`src/rtl/dds_sweep_ctrl.sv`:
```
// dds_sweep_ctrl: DDS sample-pulse generator and linear phase-increment sweep.
// Optional SWEEP_LOOP_EN: restart from k_start at the end instead of stopping.
module dds_sweep_ctrl #(
  parameter int DIV_W = 16,
  parameter int CNT_W = 16
) (
  input  logic             clk,
  input  logic             reset,
  input  logic             start,
  input  logic             abort,
  input  logic [21:0]      k_start,
  input  logic [21:0]      k_stop,
  input  logic [21:0]      k_step,
  input  logic [DIV_W-1:0] div,
  input  logic [CNT_W-1:0] dwell,
  input  logic             new_sample_ready,
  output logic [21:0]      K,
  output logic             sampling_pulse,
  output logic             busy,
  output logic             done,
  output logic [CNT_W-1:0] step_idx
);

  typedef enum logic [1:0] {IDLE, RUN, DRAIN} state_t;

  state_t           state_q;
  logic [21:0]      k_q;
  logic [21:0]      kstop_q;
  logic [21:0]      kstep_q;
`ifdef SWEEP_LOOP_EN
  logic [21:0]      kstart_q;
`endif
  logic [DIV_W-1:0] div_q;
  logic [DIV_W-1:0] divcnt_q;
  logic [DIV_W-1:0] divcnt_d;
  logic [CNT_W-1:0] dwell_q;
  logic [CNT_W-1:0] dwlcnt_q;
  logic [CNT_W-1:0] step_q;
  logic             pulse_q;
  logic             done_q;
  logic [22:0]      sum_d;
  logic             more_d;
  logic             last_d;
  logic             pulse_d;

  assign K              = k_q;
  assign sampling_pulse = pulse_q;
  assign busy           = (state_q != IDLE);
  assign done           = done_q;
  assign step_idx       = step_q;

  // Divider wrap, next-pulse flag and 23-bit candidate frequency
  always_comb begin
    sum_d    = {1'b0, k_q} + {1'b0, kstep_q};
    more_d   = (sum_d <= {1'b0, kstop_q}) && (kstep_q != '0);
    last_d   = (dwlcnt_q == dwell_q - CNT_W'(1));
    pulse_d  = (divcnt_q == div_q - DIV_W'(2));
    divcnt_d = (divcnt_q == div_q - DIV_W'(1)) ? '0
             : divcnt_q + DIV_W'(1);
  end

  // Sweep FSM with registered pulse, done, K and step count
  always_ff @(posedge clk) begin
    if (reset) begin
      state_q  <= IDLE;
      k_q      <= '0;
      kstop_q  <= '0;
      kstep_q  <= '0;
`ifdef SWEEP_LOOP_EN
      kstart_q <= '0;
`endif
      div_q    <= '0;
      divcnt_q <= '0;
      dwell_q  <= '0;
      dwlcnt_q <= '0;
      step_q   <= '0;
      pulse_q  <= 1'b0;
      done_q   <= 1'b0;
    end else begin
      pulse_q <= 1'b0;
      done_q  <= 1'b0;
      unique case (state_q)
        IDLE: begin
          if (start && !abort) begin
`ifdef SWEEP_LOOP_EN
            kstart_q <= k_start;
`endif
            kstop_q  <= k_stop;
            kstep_q  <= k_step;
            div_q    <= (div < DIV_W'(2)) ? DIV_W'(2) : div;
            dwell_q  <= (dwell == '0) ? CNT_W'(1) : dwell;
            k_q      <= k_start;
            divcnt_q <= '0;
            dwlcnt_q <= '0;
            step_q   <= '0;
            state_q  <= RUN;
          end
        end
        RUN: begin
          if (abort) begin
            state_q <= IDLE;
          end else begin
            divcnt_q <= divcnt_d;
            pulse_q  <= pulse_d;
            if (pulse_q) begin
              if (last_d) begin
                dwlcnt_q <= '0;
                step_q   <= step_q + CNT_W'(1);
                if (more_d) begin
                  k_q <= sum_d[21:0];
                end else begin
`ifdef SWEEP_LOOP_EN
                  k_q    <= kstart_q;
                  step_q <= '0;
`else
                  pulse_q <= 1'b0;
                  state_q <= DRAIN;
`endif
                end
              end else begin
                dwlcnt_q <= dwlcnt_q + CNT_W'(1);
              end
            end
          end
        end
        DRAIN: begin
          if (abort) begin
            state_q <= IDLE;
          end else if (new_sample_ready) begin
            done_q  <= 1'b1;
            state_q <= IDLE;
          end
        end
        default: state_q <= IDLE;
      endcase
    end
  end

endmodule

```
`config.mk`:
```
export PLATFORM = sky130hd
export DESIGN_NAME = dds_sweep_ctrl
export DESIGN_NICKNAME = d
export VERILOG_FILES = /design/src/rtl/dds_sweep_ctrl.sv
export SDC_FILE = /design/constraint.sdc
export NUM_CORES = 1
export LEC_CHECK = 0
export BUFFER_PORTS_ARGS = -buffer_cell sky130_fd_sc_hd__buf_2
export CAP_MARGIN = 20
export CORE_MARGIN = 2
export CORE_UTILIZATION = 52
export CTS_CLUSTER_DIAMETER = 40
export DETAILED_ROUTE_END_ITERATION = 10
export PLACE_DENSITY = 0.8
export REMOVE_ABC_BUFFERS = 1
export SLEW_MARGIN = 15
export SYNTH_ARGS = -nofsm -noshare
export SYNTH_HDL_FRONTEND = slang
export SYNTH_SLANG_ARGS = --single-unit
```
`constraint.sdc`:
```
create_clock -name clk -period 4.1 [get_ports clk]
set_clock_uncertainty 0.15 [all_clocks]
set_input_delay 0.205 -clock clk [delete_from_list [all_inputs] [get_ports clk]]
set_output_delay 0.205 -clock clk [all_outputs]
set_load 0.02 [all_outputs]
```
==> metrics.md <==
| Metric | Value |
|---|---|
| Status | finished, violations left |
| Failing checks | setup timing |
| Main combinational cell family by area after synthesis | simple AND/OR/NAND/NOR gates |
| Adder-cell share of the synthesized area | 7.01% |
| Antenna cell count | 0 |
| CP max-delay cell | a311oi_2 |
| Total I/O pin count | 144 |
| Synth warn | 0 |
| Slew margin rel. | 34.2% |
| DR vias | 11.1k |
| Hold Fails Final Rpt | 0 |
| Fin. max-slew vios | 0 |
| Syn Inst Count | 1232 |
| Global-route wire length before repair | 51400 µm |
| Most common cell after layout, fill and taps aside | nand2_1 |
| Area after DPL | 0.0109 mm² |
| Startpoint Class | flop |
| Routed wire length | 34000 µm |
| Period utilization | 119% |
| Grt ovf | 0 |
| Global Route Usage Sum | 32.4% |
| Post-route ant nets | 0 |
| Share of layout cells above drive strength 1 | 23.6% |
| Clock Sinks | 150 |
| Initial antenna violation count | 0 |
| Setup-failing EPs final | 25 |
| CP max stage delay | 0.48 ns |
| Largest net degree at the start of global routing | 84 |
| DRC | 0 |
| Vias in the first global route | 10.6k |
| Maxcap violations | 0 |
| Ordered cell list for the critical path | ha_1 -> nand2_1 -> nor4_4 -> nor2_1 -> buf_4 -> o21ai_4 -> nand2b_4 -> and3_1 -> nor2_1 -> ha_1 -> and3_4 -> a221o_1 -> a31oi_2 -> o2111ai_2 -> a21oi_2 -> and4_4 -> buf_12 -> nor3_2 -> a311oi_2 |
| Root buffer cell | clkbuf_16 |
| Die outline area | 0.0191 mm² |
| Final worst-path setup slack | -0.761 ns |
| Worst-Skew Late Latency | 0.45 ns |
| Crit path time final | 4.86 ns |
| Post-synth top flop | dfxtp_1 |
| Initial DRC Count | 1093 |
| EDFF count, synth | 0 |
| Post-Syn Area | 0.00939 mm² |
| RSZ-0062 raised after global routing | true |
| CP Max Fanout | 5 |
| Multi-input gate area | 0.00619 mm² |
| Drt pass-1 iters | 6 |
| Synthesized flop and latch total | 150 |
| Async S/R FF share, synth | 0% |
| Min-delay worst type | in2reg |
| Data arrival, critical path | 5.00 ns |
| Final HPWL DP | 19600 µm |
| Final #Nets | 1696 |
| Rows | 49 |
| Most frequent cells in the layout | 230 x nand2_1, 147 x dfxtp_1, 142 x buf_2 |
| Die Span Y | 138 µm |
| Simple-gate share of the synthesized area | 27.8% |
| Complex-gate fraction of the synthesized area | 19.9% |
| Routed length per instance | 19.0 µm |
| Filler Cell Count | 1206 |
| Synthesis-to-finish area growth | 38.3% |
| Least-Margin Pin Slew | 0.987 ns |
| Initial Util | 52.6% |
| Clk buf depth | 2 |
| TritonCTS clock tree | built |
| Leakage | 5.47 nW |
| Total negative setup slack | -11.21 ns |
| CORE AREA | 0.0178 mm² |
| Clock transition at path regs | 0.07 ns |
| I/O Buffers | 143 |
| Gpl congestion | 0.929 |
| Post-synthesis mux area share | 0.533% |
| FF/Latch Area | 0.00301 mm² |
| Sequential share of the synthesized area | 32.0% |
| Kind of critical path | reg2reg |
| Mean Syn Cell Area | 7.62 µm² |
| Maximum VDD drop | 0.353 mV |
| Critical Path RT | 4.24 ns |
| XOR/XNOR Fraction of Synth Area | 7.55% |
| Vias per inst | 6.22 |
| PwrDens | 335 mW/mm² |
| Htree depth | 4 |
| CTS Buf Count | 17 |
| Final instance area | 0.0130 mm² |
| Max frequency | 206 MHz |
| Die Wd | 138 µm |
| Worst setup EP type | flop |
| Synth cell types | 72 |
==> where the power goes <==
part	internal, mW	switching [mW]
sequential	1.51	0.0682
combinational	0.527	0.618
clock	0.952	0.678
==> cell families (layout without fill, tap and decap cells) <==
group,after synthesis,in the layout
DFF,150,150
AOI/OAI and AO/OA,288,288
muxes,5,5
and+or+nand+nor,537,537
xor gates and xnor gates,81,81
adders and majority gates,52,52
buffers and inverters,119,441
==> worst max-delay path, delay by kind of cell, from the launching register on <==
kind / cells / cell delay [ns]
adders and majority gates: 2 / 0.71
and+or+nand+nor: 9 / 1.62
AOI/OAI and AO/OA: 6 / 1.53
buffers and inverters: 2 / 0.32
DFF: 1 / 0.34
==> metrics by stage <==
| step | utilization [%] | cells | hold WS, ns | power [mW] | setup WS [ns] |
|---|---|---|---|---|---|
| 2_1_floorplan | - | 1159 | 0.124 | 2.15 | -0.810 |
| 3_5_place_dp | 61.4 | 1637 | 0.297 | 2.52 | -0.493 |
| 4_1_cts | 71.5 | 1777 | 0.0145 | 4.22 | -0.342 |
| 5_1_grt | 72.8 | 1783 | 0.0545 | 4.51 | -0.803 |
| 6_report | 72.8 | 1783 | 0.0354 | 4.36 | -0.761 |
| 3_3_place_gp | 61.4 | 1637 | 0.293 | 2.50 | -0.337 |
==> flip-flops by register name, indices dropped and copies added, names as in the netlist, 16 cells and up <==
register,count
dwell_q,16
kstop_q,22
kstep_q,22
div_q,16
divcnt_q,16
dwlcnt_q,16
K,22
step_idx,16
==> worst paths after layout <==
kind	to	slack (ns)	from	cells after the start
max reg2reg	K[4]	-0.76	K[6]	19
min reg2reg	kstop_q[19]	0.30	kstop_q[19]	2
max	K[4]	-0.76	K[6]	19
min	K[11]	0.04	k_start[11]	3
==> repair_timing <==
action                     4_1_cts  5_1_grt
hold buffers                    96        0
setup buffers                   10        4
cloned                           2        2
hold endpoints to repair        96        0
gates resized for setup         29       31
setup endpoints to repair       25       25
pin swaps                       38       15
==> metal layers <==
layer,vias up,global-route usage [%],share of wire [%]
met5,-,0,0
met4,0,16.6,5.7
met3,211,6.10,8.5
met2,688,55.8,48
met1,5128,38.6,38
li1,5056,-,-
==> cells in the mapped netlist, drive strengths merged, types with 3 or more instances <==
cell | instances | share of area (%)
or4 | 18 | 1.5
inv | 46 | 1.8
o211ai | 8 | 0.64
and3 | 23 | 1.5
o21bai | 3 | 0.24
nor3b | 6 | 0.48
nand4 | 22 | 1.5
a311oi | 20 | 1.9
o31ai | 12 | 0.96
a221oi | 5 | 0.47
o41ai | 4 | 0.57
and4 | 6 | 0.56
or3 | 8 | 0.53
a221o | 3 | 0.32
nand2 | 232 | 9.4
nor3 | 50 | 2.7
a31o | 4 | 0.37
nor4b | 5 | 0.47
nor4 | 23 | 1.7
or2 | 3 | 0.20
o2111ai | 3 | 0.28
nand2b | 11 | 0.73
and2 | 4 | 0.27
nand3 | 31 | 1.7
o211a | 3 | 0.32
xor2 | 44 | 4.1
a31oi | 8 | 0.53
clkbuf | 59 | 2.4
o31a | 5 | 0.47
o21a | 3 | 0.24
nor2b | 6 | 0.40
buf | 14 | 0.93
xnor2 | 37 | 3.5
a21o | 8 | 0.64
a21oi | 114 | 6.1
ha | 51 | 6.8
nor2 | 75 | 3.0
o21ai | 45 | 2.4
nand3b | 5 | 0.40
dfxtp | 150 | 32
a211oi | 12 | 0.96
o22ai | 5 | 0.33
a2111o | 3 | 0.36
mux2i | 5 | 0.53
or4b | 3 | 0.32
==> cell type report <==
type | count | area share [%]
timing repair buffer | 363 | 21.0
multi-input combinational | 963 | 47.7
inverter | 46 | 1.33
sequential | 150 | 23.2
clock buffer | 20 | 3.59
tap | 229 | 2.21
clock inverter | 12 | 1.08
Note: power is estimated with default switching activity, not from simulation.
